`src/rtl/div_unit_pkg.sv`:
```
// Shared definitions for the multicycle divider and the control unit that drives it.
// Holds the divider FSM encoding, iteration bounds and the DivCtrl/MultCtrl strobe values.
package div_unit_pkg;

    localparam int WIDTH_DEF = 32;
    localparam int CNT_W_DEF = 6;
    localparam int ITER_LAST = 31;

    typedef enum logic [1:0] {
        IDLE = 2'd0,
        CALC = 2'd1,
        SIGN = 2'd2,
        DONE = 2'd3
    } div_state_e;

    // Strobe levels issued by the control unit towards the mult/div blocks.
    localparam logic DIVCTRL_IDLE   = 1'b0;
    localparam logic DIVCTRL_START  = 1'b1;
    localparam logic MULTCTRL_IDLE  = 1'b0;
    localparam logic MULTCTRL_START = 1'b1;

endpackage

```
`src/rtl/div_step.sv`:
```
// One combinational restoring-division iteration: shift in the next dividend bit,
// try to subtract the divisor, keep the difference only when it does not go negative.
module div_step #(
    parameter int WIDTH = 32
) (
    input  logic [WIDTH-1:0] rem,
    input  logic             dvd_msb,
    input  logic [WIDTH-1:0] divisor,
    output logic [WIDTH-1:0] rem_next,
    output logic             q_bit
);

    logic [WIDTH:0] shifted;
    logic [WIDTH:0] trial;

    // rem < divisor holds on entry, so WIDTH+1 bits are enough and the MSB is the borrow.
    assign shifted  = {rem, dvd_msb};
    assign trial    = shifted - {1'b0, divisor};
    assign q_bit    = ~trial[WIDTH];
    assign rem_next = q_bit ? trial[WIDTH-1:0] : shifted[WIDTH-1:0];

endmodule

```
`src/rtl/div_unit.sv`:
```
// Multicycle signed divider for DIV: restoring division on magnitudes, then sign fix.
// Quotient lands in LO, remainder in HI; done / div_zero report back to the control unit.
module div_unit
    import div_unit_pkg::*;
#(
    parameter int WIDTH = WIDTH_DEF,
    parameter int CNT_W = CNT_W_DEF
) (
    input  logic             clk,
    input  logic             reset,
    input  logic             DivCtrl,
    input  logic [WIDTH-1:0] A,
    input  logic [WIDTH-1:0] B,
    output logic [WIDTH-1:0] HI,
    output logic [WIDTH-1:0] LO,
    output logic             busy,
    output logic             done,
    output logic             div_zero
);

    localparam logic [CNT_W-1:0] CNT_LAST = CNT_W'(WIDTH - 1);

    div_state_e       state_q;
    logic [WIDTH-1:0] rem_q;
    logic [WIDTH-1:0] dvd_q;
    logic [WIDTH-1:0] dvs_q;
    logic [CNT_W-1:0] cnt_q;
    logic             sign_q_q;
    logic             sign_r_q;
    logic [WIDTH-1:0] hi_q;
    logic [WIDTH-1:0] lo_q;
    logic             busy_q;
    logic             done_q;
    logic             div_zero_q;

    logic [WIDTH-1:0] rem_d;
    logic             q_bit_d;
    logic [WIDTH-1:0] abs_a;
    logic [WIDTH-1:0] abs_b;

    // Two's-complement negation of the most negative value wraps to itself,
    // which is exactly its unsigned magnitude.
    assign abs_a = A[WIDTH-1] ? -A : A;
    assign abs_b = B[WIDTH-1] ? -B : B;

    div_step #(.WIDTH(WIDTH)) u_step (
        .rem      (rem_q),
        .dvd_msb  (dvd_q[WIDTH-1]),
        .divisor  (dvs_q),
        .rem_next (rem_d),
        .q_bit    (q_bit_d)
    );

    always_ff @(posedge clk or posedge reset) begin
        if (reset) begin
            state_q    <= IDLE;
            rem_q      <= '0;
            dvd_q      <= '0;
            dvs_q      <= '0;
            cnt_q      <= '0;
            sign_q_q   <= 1'b0;
            sign_r_q   <= 1'b0;
            hi_q       <= '0;
            lo_q       <= '0;
            busy_q     <= 1'b0;
            done_q     <= 1'b0;
            div_zero_q <= 1'b0;
        end else begin
            done_q     <= 1'b0;
            div_zero_q <= 1'b0;
            unique case (state_q)
                IDLE: begin
                    if (DivCtrl == DIVCTRL_START) begin
                        if (B == '0) begin
                            div_zero_q <= 1'b1;
                        end else begin
                            dvd_q    <= abs_a;
                            dvs_q    <= abs_b;
                            sign_q_q <= A[WIDTH-1] ^ B[WIDTH-1];
                            sign_r_q <= A[WIDTH-1];
                            rem_q    <= '0;
                            cnt_q    <= '0;
                            busy_q   <= 1'b1;
                            state_q  <= CALC;
                        end
                    end
                end
                CALC: begin
                    rem_q <= rem_d;
                    dvd_q <= {dvd_q[WIDTH-2:0], q_bit_d};
                    cnt_q <= cnt_q + 1'b1;
                    if (cnt_q == CNT_LAST) begin
                        state_q <= SIGN;
                    end
                end
                SIGN: begin
                    lo_q    <= sign_q_q ? -dvd_q : dvd_q;
                    hi_q    <= sign_r_q ? -rem_q : rem_q;
                    busy_q  <= 1'b0;
                    state_q <= DONE;
                end
                DONE: begin
                    done_q  <= 1'b1;
                    state_q <= IDLE;
                end
                default: state_q <= IDLE;
            endcase
        end
    end

    assign HI       = hi_q;
    assign LO       = lo_q;
    assign busy     = busy_q;
    assign done     = done_q;
    assign div_zero = div_zero_q;

endmodule

```
`config.mk`:
```
export PLATFORM = sky130hd
export DESIGN_NAME = div_unit
export DESIGN_NICKNAME = d
export VERILOG_FILES = /design/src/rtl/div_unit_pkg.sv /design/src/rtl/div_step.sv /design/src/rtl/div_unit.sv
export SDC_FILE = /design/constraint.sdc
export NUM_CORES = 1
export LEC_CHECK = 0
export BUFFER_PORTS_ARGS = -buffer_cell sky130_fd_sc_hd__clkbuf_2
export CORE_ASPECT_RATIO = 0.75
export CORE_MARGIN = 1
export CORE_UTILIZATION = 35
export DETAILED_ROUTE_END_ITERATION = 12
export PLACE_DENSITY = 0.54
export SKIP_CTS_REPAIR_TIMING = 1
export SLEW_MARGIN = 20
export SYNTH_ARGS = -nofsm -noshare
export SYNTH_HDL_FRONTEND = slang
export SYNTH_SLANG_ARGS = --single-unit
```
`constraint.sdc`:
```
create_clock -name clk -period 7.37 [get_ports clk]
set_input_delay 1.474 -clock clk [delete_from_list [all_inputs] [get_ports clk]]
set_output_delay 1.474 -clock clk [all_outputs]
set_load 0.01 [all_outputs]
```
==> impl_metrics.csv <==
group,metric,value,unit
power_and_ir_drop,power_switching,2.18,mW
clock_tree,cts_made_buffers,17,
floorplan,die_h,157,µm
timing,min_period,4.71,ns
synth,yosysTopAreaCellShare,0.386,
clock_tree,cts_buffer_depth,2,
setup_path,cp-start-kind,"flop",
synth,synth-edff-count,0,
setup_path,crit_path_cell_trace,"inv_1 > ha_1 > fa_1 > nor2b_1 > o2111ai_1 > a31oi_1 > a311oi_1 > o21a_1 > o31ai_1 > a31o_2 > a211o_1 > buf_4 > mux2_2 > o21ai_0",
route,wl_per_cell,15.6,µm
route,routed_wl,28200,µm
route,firstDrtPassIters,5,
synth,synth_nets,1409,
flow_run,maxCapViolCount,0,
synth,async_flop_share,1.00,
power_and_ir_drop,leakagePower,5.90,nW
power_and_ir_drop,power_frac_seq,0.335,
global_routing,use_met2,0.270,
floorplan,core,31400,µm²
global_routing,track_usage,0.178,
timing,whs,0.483,ns
clock_tree,path_clk_slew,0.07,ns
floorplan,die_w,209,µm
clock_tree,root_buffer,"clkbuf_16",
setup_path,critical_path.max_stage_delay,0.55,ns
synth,yosysSeqAreaShare,0.386,
power_and_ir_drop,power.density,391,nW/µm²
power_and_ir_drop,pwr-share-clk,0.193,
timing,fin_setup_tns,0,ns
timing,min_period_over_period,0.640,
placed_design,gp_congestion,0.812,
route,vias_per_cell,5.17,
timing,worst_slew_pin_slew,0.997,ns
power_and_ir_drop,power.internal,2.84,mW
timing,skew,0.00992,ns
setup_path,worstPathMaxFanout,22,
synth,synthTopCellsByArea,"dfrtp_1 (39%), xor2_1 (8.1%), a21oi_1 (5.8%)",
setup_path,cp.required,7.72,ns
clock_tree,cts.sinks,173,
status,outcome,"finished clean",
final_layout,diodes,0,
global_routing,overflow,0,
setup_path,crit_type,"flop to flop",
placed_design,port_buffers,133,
power_and_ir_drop,p_sw_frac,0.435,
synth,yosys.area.top_type,"dfrtp_1",
final_layout,drive_gt1_frac,0.153,
final_layout,nets,1507,
synth,synth_top_flop_cell,"dfrtp_1",
global_routing,grt_max_degree,83,
floorplan,ios,134,
clock_tree,clkLatencyLatePin,0.43,ns
timing,timing.fmax,212,MHz
timing,rsz0062_at_grt,"false",
synth,ys_seq_elements,173,
route,dr_total_vias,9379,
floorplan,start_util,0.357,
timing,hold_viol,0,
global_routing,met3_usage,0.0289,
placed_design,dp_slack,2.23,ns
route,postRouteAntennaNets,0,
timing,setup_viol,0,
clock_tree,htree_levels,4,
setup_path,endpoint_kind,"flop",
min_path,hold_class,"flop to flop",
global_routing,grt_pass1_wl,46800,µm
route,drt-initial-drc-count,586,
synth,synth_area,11200,µm²
timing,slew_violations,0,
setup_path,critPathArrivalTime,5.06,ns
final_layout,syn_to_final_growth,14.6,%
global_routing,antenna_found_initial,0,
synth,synthCells,1299,
setup_path,crit_slowest_cell,"o31ai_1",
global_routing,grt_pass1_vias,8970,
placed_design,dpl.hpwl,20800,µm
final_layout,utilization,0.409,
synth,synth.distinct_cells,72,
clock_tree,tritoncts,"done",
power_and_ir_drop,ir_drop,0.000237,V
power_and_ir_drop,p_comb_frac,0.472,
floorplan,row_count,56,
timing,postLayoutSetupSlackWorst,2.66,ns
synth,yosysWarnings,0,
global_routing,met1_usage,0.260,
timing,slew_headroom,0.335,
global_routing,top_usage_layer,"met2",
synth,synth_area_per_cell,8.63,µm²
floorplan,die-area,32800,µm²
route,drcViolationCount,0,
-- stage by stage --
step	instances	instance area (µm²)	power (mW)
4_1_cts	1815	12800	5.09
3_5_place_dp	1784	12200	4.10
3_3_place_gp	1784	12200	4.05
5_1_grt	1815	12800	5.48
2_1_floorplan	1299	11200	3.37
6_report	1815	12800	5.02
-- placed cells by master, fill, tap and decap left out, types with 3 or more instances in the layout --
master | Yosys | routed
dfrtp_1 | 173 | 173
nand2_1 | 147 | 147
clkbuf_2 | 5 | 133
a21oi_1 | 131 | 131
nor2_1 | 126 | 126
o21ai_0 | 125 | 125
xor2_1 | 104 | 104
inv_1 | 49 | 48
xnor2_1 | 42 | 42
ha_1 | 42 | 40
mux2i_1 | 34 | 34
o31ai_1 | 33 | 33
or3_1 | 19 | 19
clkbuf_16 | 0 | 17
o41ai_1 | 16 | 16
a21o_1 | 16 | 16
nor3_1 | 15 | 15
mux2_2 | 13 | 13
nand2b_1 | 12 | 12
nand3_1 | 13 | 12
nor2b_1 | 11 | 11
buf_4 | 1 | 10
or4_1 | 9 | 9
or2_2 | 9 | 9
o21a_1 | 7 | 7
o211ai_1 | 7 | 7
or4_4 | 6 | 6
and2_1 | 6 | 6
and3_1 | 6 | 6
a31oi_1 | 5 | 5
clkbuf_8 | 0 | 5
nor4_1 | 4 | 4
o221ai_1 | 3 | 3
a311oi_1 | 3 | 3
a211oi_1 | 3 | 3
a211o_1 | 3 | 3
a21boi_0 | 3 | 3
o21ai_1 | 3 | 3
bufinv_16 | 0 | 3
clkinvlp_4 | 0 | 3
-- layer usage --
metal  up-vias  wire length [µm]
met5         -                 0
met4         0               316
met3        20               845
met2       118             12300
met1      4491             14800
li1       4750                 -
-- area by class of cell --
cell class              count  area [µm²]
multi-input cells        1013        6450
repair buffers            143         741
flip-flops and latches    173        4330
clock inverters             8         130
clock buffers              23         498
fillers                  3198       18500
inverters                  49         189
well taps                 406         508
-- worst max-delay path, delay by kind of cell, from the launching register on --
kind | cells | cell delay (ns)
AO/OA/AOI/OAI | 8 | 2.48
buffers and inverters | 2 | 0.56
AND/OR/NAND/NOR | 1 | 0.21
flip-flops | 1 | 0.37
adder cells (fa/ha/maj) | 2 | 0.61
multiplexers | 1 | 0.38
-- registers in the layout, indices dropped and copies added, names as in the netlist --
register / flops
dvd_q: 32
div_zero: 1
busy: 1
HI: 32
rem_q: 32
state_q: 2
cnt_q: 6
LO: 32
done: 1
sign_r_q: 1
sign_q_q: 1
dvs_q: 32
-- cells in the mapped netlist, types with 5 or more instances --
master / n
nand2_1: 147
or4_4: 6
nand2b_1: 12
a21o_1: 16
o21a_1: 7
or2_2: 9
a31oi_1: 5
xor2_1: 104
mux2_2: 13
o21ai_0: 125
nor3_1: 15
a21oi_1: 131
nand3_1: 13
and3_1: 6
o41ai_1: 16
nor2_1: 126
dfrtp_1: 173
ha_1: 42
mux2i_1: 34
o31ai_1: 33
xnor2_1: 42
buf_2: 14
or3_1: 19
clkbuf_2: 5
nor2b_1: 11
or4_1: 9
o211ai_1: 7
inv_1: 49
and2_1: 6
clkbuf_1: 39
-- power by group through the flow --
stage	registers, mW	clock network [mW]	logic [mW]
detailed placement	1.70	0	2.40
finish	1.68	0.970	2.37
global route	1.75	1.04	2.69
CTS	1.68	0.996	2.41
global placement	1.69	0	2.36
floorplan	1.67	0	1.71
-- path summary, 6_finish.rpt --
path	to	cells after the start	from	slack, ns
hold reg to reg	dvs_q[29]	2	dvs_q[29]	0.48
min in group asynchronous	state_q[1]	2	reset	1.07
max in group asynchronous	dvs_q[9]	3	reset	5.05
hold / removal	dvs_q[29]	2	dvs_q[29]	0.48
setup / recovery	rem_q[1]	14	dvd_q[31]	2.66
setup reg to reg	rem_q[1]	14	dvd_q[31]	2.66
-- cell families after synthesis --
group | share of synthesized area
AOI/OAI and AO/OA | 0.197
xor gates and xnor gates | 0.114
adders and majority gates | 0.0486
buffers and inverters | 0.0409
DFF | 0.386
muxes | 0.0444
and+or+nand+nor | 0.169
No activity file was read; power rests on OpenSTA's default activity.
